File: src/rtl/bcd_display_scan_if.sv
// Display-scan bus: BCD buffer load strobe in, multiplexed anode/segment drive out.
interface bcd_display_scan_if;
    logic [11:0] bcd;
    logic        load;
    logic [2:0]  an;
    logic [6:0]  seg;
    logic        slot_tick;

    modport master (output bcd, load, input an, seg, slot_tick);
    modport slave  (input bcd, load, output an, seg, slot_tick);
endinterface

File: src/rtl/bcd_display_scan.sv
// Three-digit multiplexed 7-segment scanner with per-slot anti-ghosting guard.
// Optional macro LEADING_ZERO_BLANK_EN blanks leading zeros on hundreds/tens.
module bcd_display_scan #(
    parameter int REFRESH_DIV = 50000,
    parameter int GUARD       = 16
) (
    input  logic               clk,
    input  logic               rst_n,
    bcd_display_scan_if.slave  bus
);
    localparam int            CW      = $clog2(REFRESH_DIV);
    localparam logic [CW-1:0] LAST    = CW'(REFRESH_DIV - 1);
    localparam logic [CW-1:0] GUARD_C = CW'(GUARD);

    logic [11:0]   disp_reg, disp_next;
    logic [CW-1:0] cnt_reg, cnt_next;
    logic [1:0]    idx_reg, idx_next;
    logic [2:0]    an_reg, an_next;
    logic [6:0]    seg_reg, seg_next;
    logic          tick_reg, tick_next;
    logic          wrap, in_guard, blank;
    logic [3:0]    nib;

    function automatic logic [6:0] seg_decode(input logic [3:0] n);
        logic [6:0] s;
        case (n)
            4'd0:    s = 7'b1000000;
            4'd1:    s = 7'b1111001;
            4'd2:    s = 7'b0100100;
            4'd3:    s = 7'b0110000;
            4'd4:    s = 7'b0011001;
            4'd5:    s = 7'b0010010;
            4'd6:    s = 7'b0000010;
            4'd7:    s = 7'b1111000;
            4'd8:    s = 7'b0000000;
            4'd9:    s = 7'b0010000;
            default: s = 7'b0111111; // non-BCD nibble shown as a dash
        endcase
        return s;
    endfunction

    always_comb begin
        wrap      = (cnt_reg == LAST);
        cnt_next  = wrap ? '0 : cnt_reg + CW'(1);
        idx_next  = idx_reg;
        if (wrap)
            idx_next = (idx_reg == 2'd2) ? 2'd0 : idx_reg + 2'd1;
        disp_next = bus.load ? bus.bcd : disp_reg;
        tick_next = wrap;
        in_guard  = (cnt_reg < GUARD_C);
        case (idx_reg)
            2'd1:    nib = disp_reg[7:4];
            2'd2:    nib = disp_reg[11:8];
            default: nib = disp_reg[3:0];
        endcase
        seg_next = (in_guard || blank) ? 7'h7F : seg_decode(nib);
    end

`ifdef LEADING_ZERO_BLANK_EN
    assign blank = ((idx_reg == 2'd2) && (disp_reg[11:8] == 4'd0)) ||
                   ((idx_reg == 2'd1) && (disp_reg[11:4] == 8'd0));
`else
    assign blank = 1'b0;
`endif

    // One anode per digit; the index compare guarantees at most one is low.
    generate
        for (genvar gi = 0; gi < 3; gi++) begin : g_an
            assign an_next[gi] = in_guard || (idx_reg != 2'(gi));
        end
    endgenerate

    always_ff @(posedge clk or negedge rst_n) begin
        if (!rst_n) begin
            disp_reg <= '0;
            cnt_reg  <= '0;
            idx_reg  <= '0;
            an_reg   <= 3'b111;
            seg_reg  <= 7'h7F;
            tick_reg <= 1'b0;
        end else begin
            disp_reg <= disp_next;
            cnt_reg  <= cnt_next;
            idx_reg  <= idx_next;
            an_reg   <= an_next;
            seg_reg  <= seg_next;
            tick_reg <= tick_next;
        end
    end

    assign bus.an        = an_reg;
    assign bus.seg       = seg_reg;
    assign bus.slot_tick = tick_reg;
endmodule
File: src/flat_wrapper.sv
// flat-port wrapper written by rule: the top's interface ports become plain ports
module bcd_display_scan_flat 
#(
    parameter int REFRESH_DIV = 50000,
    parameter int GUARD       = 16
)
  (clk, rst_n, bus_bcd, bus_load, bus_an, bus_seg, bus_slot_tick);
  bcd_display_scan_if bus_i ();
  input  logic clk;
  input  logic rst_n;
  input wire logic [$bits(bus_i.bcd)-1:0] bus_bcd;
  input wire logic [$bits(bus_i.load)-1:0] bus_load;
  output wire logic [$bits(bus_i.an)-1:0] bus_an;
  output wire logic [$bits(bus_i.seg)-1:0] bus_seg;
  output wire logic [$bits(bus_i.slot_tick)-1:0] bus_slot_tick;
  assign bus_i.bcd = bus_bcd;
  assign bus_i.load = bus_load;
  assign bus_an = bus_i.an;
  assign bus_seg = bus_i.seg;
  assign bus_slot_tick = bus_i.slot_tick;
  bcd_display_scan #(.REFRESH_DIV(REFRESH_DIV), .GUARD(GUARD)) u_core (.clk(clk), .rst_n(rst_n), .bus(bus_i));
endmodule
File: config.mk
export PLATFORM = sky130hd
export DESIGN_NAME = bcd_display_scan_flat
export DESIGN_NICKNAME = d
export VERILOG_FILES = /design/src/rtl/bcd_display_scan_if.sv /design/src/rtl/bcd_display_scan.sv /design/src/flat_wrapper.sv
export SDC_FILE = /design/constraint.sdc
export NUM_CORES = 1
export LEC_CHECK = 0
export BUFFER_PORTS_ARGS = -buffer_cell sky130_fd_sc_hd__buf_2
export CAP_MARGIN = 25
export CELL_PAD_IN_SITES_DETAIL_PLACEMENT = 1
export CELL_PAD_IN_SITES_GLOBAL_PLACEMENT = 1
export CORE_UTILIZATION = 35
export CTS_CLUSTER_DIAMETER = 150
export DETAILED_ROUTE_END_ITERATION = 10
export GPL_TIMING_DRIVEN = 0
export PLACE_DENSITY = 0.72
export SLEW_MARGIN = 10
export SYNTH_ARGS = -nofsm -noshare
export SYNTH_HDL_FRONTEND = slang
export SYNTH_SLANG_ARGS = --single-unit
File: constraint.sdc
create_clock -name clk -period 3.2 [get_ports clk]
set_clock_uncertainty 0.2 [all_clocks]
set_input_delay 0 -clock clk [delete_from_list [all_inputs] [get_ports clk]]
set_output_delay 0 -clock clk [all_outputs]
set_load 0.02 [all_outputs]
==> results of run 1 <==
[worst register-to-register path: stages (launching register included)]
cell and delay, ns:
dfrtp_1 0.40, inv_1 0.10, ha_1 0.30, clkbuf_1 0.32, nor2_1 0.08, a21oi_1 0.62, inv_1 0.13, ha_1 0.35
a21o_1 0.16, nand3_1 0.08
[cells in the final DEF (no fill, tap or decap), drive strengths merged]
master | synthesis | layout
a22oi | 5 | 5
and3 | 4 | 4
dfrtp | 31 | 31
o21ai | 5 | 5
nand4b | 1 | 1
nand4 | 3 | 3
dlygate4sd3 | 0 | 16
or4 | 1 | 1
o21a | 1 | 1
nor3 | 6 | 6
inv | 9 | 9
nor2 | 13 | 13
a21o | 3 | 3
mux2 | 15 | 15
xnor2 | 7 | 7
or3 | 1 | 1
a21boi | 1 | 1
nand2 | 9 | 9
nor4 | 4 | 4
buf | 3 | 29
dfstp | 10 | 10
nand3 | 9 | 9
o41a | 1 | 1
o31ai | 1 | 1
a21oi | 6 | 6
and2 | 1 | 1
clkbuf | 1 | 8
a211oi | 2 | 2
xor2 | 5 | 5
ha | 9 | 9
nor2b | 1 | 1
clkinv | 0 | 1
[worst min-delay path by stage]
stage	to	slack [ns]	cells after the start
floorplan	u_core.bus.slot_tick	-0.50	0
global placement	u_core.cnt_reg[3]	-0.01	1
detailed placement	u_core.cnt_reg[4]	-0.01	1
CTS	u_core.disp_reg[5]	0.20	3
global route	u_core.disp_reg[5]	0.22	3
finish	u_core.disp_reg[5]	0.21	3
[cell type report]
type | count | area, um2
inverter | 9 | 33.8
tap | 70 | 87.6
timing repair buffer | 42 | 305
multi-input combinational | 114 | 836
sequential | 41 | 1040
clock inverter | 1 | 5.00
fill | 588 | 2780
buffer | 4 | 20.0
clock buffer | 7 | 96.3
[power breakdown]
group	total, mW	switching [mW]	internal, mW
clock network	0.368	0.173	0.195
registers	0.568	0.0112	0.557
logic	0.139	0.0760	0.0628
[routing by layer]
layer	vias to the layer above	wire length, um
met2	22	1960
met5	-	0
li1	686	-
met1	694	1920
met4	0	63
met3	6	136
[repair_timing]
item,4_1_cts,5_1_grt
hold buffers,15,1
endpoints found under the setup margin,0,0
endpoints found under the hold margin,43,7
[kinds of logic (layout without fill, tap and decap cells)]
group                      after synthesis  count (layout)  share of synthesized area, %
and+or+nand+nor                         53              53                          14.6
buffers and inverters                   13              63                          2.79
AOI/OAI and AO/OA                       25              25                          8.70
DFF                                     41              41                          53.9
xor gates and xnor gates                12              12                          5.45
muxes                                   15              15                          8.76
adders and majority gates                9               9                          5.84
[metrics by stage]
step                cell area, um2  std cells
global placement              2140        263
global route                  2420        288
floorplan                     1930        168
CTS                           2390        286
finish                        2420        288
detailed placement            2140        263
[synth_stat cells (2+ instances only)]
library cell  instances  area share (%)
and3_1                3            0.97
nand2_1               8             1.6
a21o_1                3             1.2
nor2_1               13             2.5
o21ai_0               5             1.3
dfstp_2              10              14
nor4_2                2             1.3
a211oi_1              2            0.78
nand4_1               3            0.97
dfrtp_1              31              40
nor4_1                2            0.65
a22oi_1               5             1.9
xor2_1                5             2.3
ha_1                  9             5.8
a21oi_1               5             1.3
nor3_1                6             1.6
inv_1                 9             1.8
nand3_1               9             2.3
xnor2_1               7             3.2
mux2_2               15             8.8
==> run metrics, run 1 <==
first-pass GRT wire length just over 7000 um; maximum ir drop on the vdd rail about 230 uV; Worst Tran Pin Value about 0.78 ns; max FFs per register 16; GR peak layer met2; Unique masters post-synth 36; smallest hold slack between 0.2 and 0.25 ns; slowest cell on the critical path a21oi_1; vias in the first global route 1480; R2R setup slack 0.40 ns; Die H 76.2 um; ys flop type dfrtp_1; cell depth of the worst setup path 9; ys async rst share 100%; FF-to-FF Start u_core.idx_reg[0]; ANT nets after route 0; Ports 26; Initial Util a little under two fifths; Post-synth EDFFs 0; Required @ worst endpoint 3.22 ns; syn_area_per_cell around 11 um2; Post-CTS Resized 0; DRT Wirelength slightly above 4000 um; layout cell share with drive strength beyond 1 30.7%; Post-Synthesis Cells 168; MaxCap Viol Count 0; worst setup margin about 0.4 ns; Remaining DRCs 0; DP HPWL between 2000 and 3000 um; critical path class flop to flop; antenna fix cells 0; CP endpoint u_core.bus.seg[3]; post-route setup TNS 0 ns; CP peak stage delay ~0.62 ns; slew margin rel. between 40% and 50%; Syn. warnings 0; met2 Use GR between 20% and 30%; hold path start bus_load; layout net count 241; CTS H-tree lvls 2; R2R Path End u_core.bus.seg[3]; RSZ-0062 raised after global routing no; DIE AREA 0.00581 mm2; Final min period 2.80 ns; Netlist Area Pre-Place 0.00193 mm2; met3 usage roughly 3.8%; Vias 1408; Placement Setup Slack 0.422 ns; sequential fraction of the synthesis area 53.9%; total track usage 15.6%; Max Slew Vio Count 0; DR vias/cell 4.89; Crit. End Element flop; initial antenna violation count 0; Startpoint Class flop; CP top delay family compound AO/OA/AOI/OAI gates; Synth Net Count between 150 and 200; Rows 26; Worst-Skew Late Latency slightly below 0.3 ns; Layout area overhead 25.6%; Critical path origin u_core.idx_reg[0]; Reg2Reg Depth 9; CTS sink cnt 41; Fmax 358 MHz; Root Buffer Master clkbuf_8; Pre-antenna DRT Iters 3; pwr/cell area 444 mW/mm2; largest net degree at the start of global routing 42; final clock period utilization by the worst path around 87%; critical path arrival about 2.8 ns; CP Cell Sequence inv_1, ha_1, clkbuf_1, nor2_1, a21oi_1, inv_1, ha_1, a21o_1, nand3_1; CP Max Fanout 11; die width 76.2 um; Num CTS Buffers 5; # setup viols final 0; Port-buffer cells 25; number of synthesized register bits 41; grt ovf 0; routability cong. 0.767; total setup buffers inserted after CTS 0; average wire per standard cell 14.1 um; DRT iter0 DRCs 41; met1 global-route usage 19.9%; Min-Delay Path Class primary input to flop; Bufs on Longest Clock Path 2; Final Power approximately 1.1 mW; CTS tree done; final hold violations 0; WP buf/inv 3; Core Box Area 0.00520 mm2; leakage approximately 1.1 nW; status completed; Worst-path clk slew 0.08 ns; Finished Core Util 46.5%
No activity file was read; power rests on OpenSTA's default activity.
==> inputs of run 2 (changes only) <==
--- a/config.mk
+++ b/config.mk
@@ -12,8 +12,7 @@
 export CORE_UTILIZATION = 35
 export CTS_CLUSTER_DIAMETER = 150
 export DETAILED_ROUTE_END_ITERATION = 10
-export GPL_TIMING_DRIVEN = 0
-export PLACE_DENSITY = 0.72
+export PLACE_DENSITY = 0.61
 export SLEW_MARGIN = 10
 export SYNTH_ARGS = -nofsm -noshare
 export SYNTH_HDL_FRONTEND = slang
==> run metrics, run 2 (synthesis gave the netlist of run 1 again) <==
status completed; Worst-Skew Late Latency 0.28 ns (about the same); Core Box Area 0.00520 mm2 (unchanged); routability cong. 0.772 (+0.61%); # setup viols final 0 (unchanged); average wire per standard cell 14.5 um (+2.4%); Worst-path clk slew 0.08 ns (about the same); Crit. End Element flop; Bufs on Longest Clock Path 2 (unchanged); R2R setup slack 0.82 ns (+0.41 ns); Reg2Reg Depth 8 (-1); R2R Path End u_core.bus.seg[3]; antenna fix cells 0 (unchanged); commonest non-fill, non-tap cell in the layout dfrtp_1; Port-buffer cells 25 (unchanged); grt ovf 0 (unchanged); layout cell share with drive strength beyond 1 28.6% (-2.2 points); CP Cell Sequence inv_1, ha_1, nor2_1, a21oi_1, inv_1, ha_1, a21o_1, nand3_1; maximum ir drop on the vdd rail 227 uV (-0.66%); critical path arrival 2.41 ns (-0.41 ns); pwr/cell area 431 mW/mm2 (-2.9%); max FFs per register 16 (unchanged); first-pass GRT wire length 7670 um (+7.5%); Finished Layout Cells 294 (+2.1%); critical path class flop to flop; RSZ-0062 raised after global routing no; CP top delay family adder cells; Final min period 2.38 ns (-0.411 ns); initial antenna violation count 0 (unchanged); layout net count 247 (+2.5%); Ports 26 (unchanged); post-route setup TNS 0 ns (unchanged); Die H 76.2 um (unchanged); Inst Count DP 261 (-0.76%); CTS sink cnt 41 (unchanged); Remaining DRCs 0 (unchanged); DRT Wirelength 4260 um (+4.6%); DRT iter0 DRCs 44 (+7.3%); DIE AREA 0.00581 mm2 (unchanged); Root Buffer Master clkbuf_8; leading cell types in the layout, fill and taps excluded dfrtp_1, dlygate4sd3_1, buf_2; Vias 1443 (+2.5%); final clock period utilization by the worst path 74.5% (-13 points); final hold violations 0 (unchanged); Pre-antenna DRT Iters 4 (+1); slew margin rel. 39.5% (-8.8 points); leakage 1.10 nW (+1.9%); CP Max Fanout 10 (-1); slowest cell on the critical path ha_1; DR vias/cell 4.91 (+0.39%); CP peak stage delay 0.46 ns (-0.16 ns); FF-to-FF Start u_core.idx_reg[0]; Initial Util 37.0% (unchanged); ANT nets after route 0 (unchanged); WP buf/inv 2 (-1); vias in the first global route 1594 (+7.7%); Min-Delay Path Class primary input to async pin; Startpoint Class flop; Num CTS Buffers 5 (unchanged); largest net degree at the start of global routing 42 (unchanged); CTS tree done; Required @ worst endpoint 3.22 ns (about the same); DP HPWL 2910 um (+7.5%); Worst Tran Pin Value 0.908 ns (+0.131 ns); die width 76.2 um (unchanged); Rows 26 (unchanged); MaxCap Viol Count 0 (unchanged); total setup buffers inserted after CTS 0 (unchanged); Layout area overhead 28.4%; total track usage 16.6% (+1.0 points); CTS H-tree lvls 2 (unchanged); Fmax 419 MHz (+17%); Max Slew Vio Count 0 (unchanged)
[run 2: what timing repair did]
action,4_1_cts,5_1_grt
hold buffers,25,0
hold endpoints to repair,43,0
resized for setup,0,0
[run 2: layout make-up]
type                            instances  area (um2)
Clock buffer                            8        90.1
Fill cell                             589        2730
Inverter                                9        33.8
Multi-Input combinational cell        114         836
Sequential cell                        41        1040
Tap cell                               70        87.6
Timing Repair Buffer                   52         390
[run 2: through the flow]
step	total power [mW]	area (um2)	setup WS [ns]	hold WS (ns)	util, %
2_1_floorplan	0.650	1930	0.850	-0.496	-
3_3_place_gp	0.695	2140	0.981	-0.0312	41.0
3_5_place_dp	0.701	2140	0.847	-0.000668	41.0
4_1_cts	1.08	2480	0.799	0.214	47.6
5_1_grt	1.12	2480	0.517	0.246	47.6
6_report	1.07	2480	0.816	0.178	47.6
[run 2: power breakdown]
group,switching (mW),internal (mW),leakage (nW)
registers,0.0121,0.557,0.496
clock network,0.167,0.176,0.0455
logic,0.0781,0.0763,0.558
[run 2: how the worst max path moves through the flow]
stage	startpoint	to	slack [ns]	depth (start not counted)
2_1_floorplan	u_core.idx_reg[0]	u_core.bus.seg[3]	0.85	9
3_3_place_gp	u_core.idx_reg[0]	u_core.bus.seg[1]	0.98	8
3_5_place_dp	u_core.idx_reg[0]	u_core.bus.seg[3]	0.85	8
4_1_cts	u_core.idx_reg[0]	u_core.bus.seg[3]	0.80	8
5_1_grt	u_core.idx_reg[0]	u_core.bus.seg[1]	0.52	8
6_report	u_core.idx_reg[0]	u_core.bus.seg[3]	0.82	8
[run 2: worst reg2reg max path, delay by kind of cell, from the launching register on]
kind	cells	cell delay, ns
adders and majority gates	2	0.77
AOI/OAI and AO/OA	2	0.56
DFF	1	0.40
buffers and inverters	2	0.22
and+or+nand+nor	2	0.17
[run 2: layer usage]
metal  GRT usage (%)  wire length (um)
met2            28.2              2170
met5               0                 0
met1            20.9              1940
met3            3.83               127
met4            5.00                24
==> inputs of run 3 (changes only) <==
==> constraint.sdc (replaced) <==
create_clock -name clk -period 2.27 [get_ports clk]
set_clock_uncertainty 0.2 [all_clocks]
set_input_delay 0 -clock clk [delete_from_list [all_inputs] [get_ports clk]]
set_output_delay 0 -clock clk [all_outputs]
set_load 0.02 [all_outputs]
==> run metrics, run 3 (synthesis gave the netlist of run 1 again) <==
initial antenna violation count 0 (unchanged); final clock period utilization by the worst path 92.2% (+18 points); grt ovf 0 (unchanged); Num CTS Buffers 5 (unchanged); Ports 26 (unchanged); Layout area overhead 32.5%; total track usage 17.4% (+0.79 points); average wire per standard cell 15.1 um (+3.9%); critical path arrival 2.08 ns (-0.33 ns); Worst-path clk slew 0.08 ns (about the same); Vias 1442 (-0.069%); Initial Util 37.0% (unchanged); placed cell areas 0.00217 mm2 (+1.6%); Startpoint Class flop; Remaining DRCs 0 (unchanged); CTS sink cnt 41 (unchanged); Root Buffer Master clkbuf_8; leakage 1.13 nW (+2.9%); Min-Delay Path Class primary input to async pin; first-pass GRT wire length 7960 um (+3.8%); final hold violations 0 (unchanged); DRT iter0 DRCs 72 (+64%); post-route setup TNS 0 ns (unchanged); sequential share of power 49.0% (-4.3 points); Clk pwr share 37.2% (+5.0 points); DIE AREA 0.00581 mm2 (unchanged); Max Slew Vio Count 0 (unchanged); status completed; Die H 76.2 um (unchanged); maximum ir drop on the vdd rail 324 uV (+43%); Pre-antenna DRT Iters 4 (unchanged); MaxCap Viol Count 0 (unchanged); Net Sw Frac 23.3% (-0.86 points); Placement Setup Slack 0.102 ns (-0.745 ns); layout net count 251 (+1.6%); Rows 26 (unchanged); Final min period 2.09 ns (-0.292 ns); CP Max Fanout 6 (-4); antenna fix cells 0 (unchanged); die width 76.2 um (unchanged); CTS tree done; Crit. End Element flop; Port-buffer cells 25 (unchanged); commonest non-fill, non-tap cell in the layout dfrtp_1; vias in the first global route 1617 (+1.4%); layout cell share with drive strength beyond 1 32.0% (+3.4 points); total setup buffers inserted after CTS 0 (unchanged); slew margin rel. 38.4% (-1.0 points); pwr/cell area 642 mW/mm2 (+49%); Sw Pwr 0.382 mW (+48%); largest net degree at the start of global routing 42 (unchanged); Logic pwr share 13.8% (-0.7 points); leading cell types in the layout, fill and taps excluded dfrtp_1, dlygate4sd3_1, buf_2; max FFs per register 16 (unchanged); Cell Int Power 1.26 mW (+56%); Required @ worst endpoint 2.26 ns (-0.96 ns); CTS H-tree lvls 2 (unchanged); finished layout cell area 0.00255 mm2 (+3.2%); Bufs on Longest Clock Path 2 (unchanged); DR vias/cell 4.84 (-1.4%); routability cong. 0.770 (-0.26%); DRT Wirelength 4490 um (+5.3%); RSZ-0062 raised after global routing no; Fmax 478 MHz (+14%); worst setup margin 0.177 ns (-0.638 ns); ANT nets after route 0 (unchanged); # setup viols final 0 (unchanged); Core Box Area 0.00520 mm2 (unchanged); critical path class flop to flop; Worst-Skew Late Latency 0.29 ns (about the same); Worst Tran Pin Value 0.924 ns (+0.0156 ns); DP HPWL 3060 um (+5.1%)
[run 3: cell types whose count changed in the layout (fill, tap and decap cells not counted)]
| cell | before | now |
|---|---|---|
| clkbuf_1 | 2 | 1 |
| buf_4 | 2 | 6 |
| ha_1 | 9 | 7 |
| bufinv_16 | 0 | 1 |
| a21oi_1 | 5 | 3 |
| ha_2 | 0 | 1 |
| a21oi_2 | 1 | 3 |
| ha_4 | 0 | 1 |
[run 3: per-layer routing]
metal  global-route usage (%)  up-vias  routed length, um
met2                     29.5       23               2250
met5                        0        -                  0
met3                     3.35        4                106
li1                         -      706                  -
met4                     6.35        0                 47
met1                     21.8      709               2080
[run 3: power groups by stage]
stage               clock (mW)  sequential [mW]  combinational (mW)
floorplan                    0            0.840              0.0768
global route             0.667            0.809               0.253
global placement             0            0.817               0.172
CTS                      0.632            0.804               0.226
finish                   0.611            0.803               0.227
detailed placement           0            0.818               0.179
[run 3: path summary, 6_finish.rpt]
| kind | from | to | slack [ns] | cells past startpoint |
|---|---|---|---|---|
| worst max-delay path | u_core.cnt_reg[8] | u_core.cnt_reg[15] | 0.18 | 4 |
| worst min-delay path | rst_n | u_core.cnt_reg[10] | 0.16 | 2 |
| worst max register to register | u_core.cnt_reg[8] | u_core.cnt_reg[15] | 0.18 | 4 |
| worst min register to register | u_core.cnt_reg[0] | u_core.cnt_reg[0] | 0.27 | 1 |
| max in group asynchronous | rst_n | u_core.cnt_reg[12] | 1.12 | 2 |
| min in group clk | u_core.cnt_reg[0] | u_core.cnt_reg[0] | 0.27 | 1 |
[run 3: per-stage QoR]
| step | instances | utilization, % | total power, mW | hold slack, ns |
|---|---|---|---|---|
| after floorplan | 168 | - | 0.917 | -0.496 |
| after global placement | 265 | 41.7 | 0.989 | -0.0420 |
| after detailed placement | 265 | 41.7 | 0.997 | -0.00800 |
| after CTS | 298 | 48.7 | 1.66 | 0.196 |
| after global routing | 298 | 49.1 | 1.73 | 0.246 |
| final | 298 | 49.1 | 1.64 | 0.162 |
[run 3: layout make-up]
cell class / count / area, um2
Clock buffer: 7 / 86.3
Clock inverter: 1 / 30.0
Fill cell: 578 / 2650
Inverter: 9 / 33.8
Multi-Input combinational cell: 114 / 858
Sequential cell: 41 / 1040
Tap cell: 70 / 87.6
Timing Repair Buffer: 56 / 420
[run 3: repair_timing]
item / CTS / global route
gates resized for setup: 0 / 4
endpoints found under the hold margin: 43 / 0
endpoints found under the setup margin: 0 / 5
hold buffers: 25 / 0
[run 3: critical path: stages, from the launching register on]
cell	delay [ns]
dfrtp_1	0.44
nand2_2	0.07
or3_1	0.46
nor4_1	0.43
mux2_2	0.38
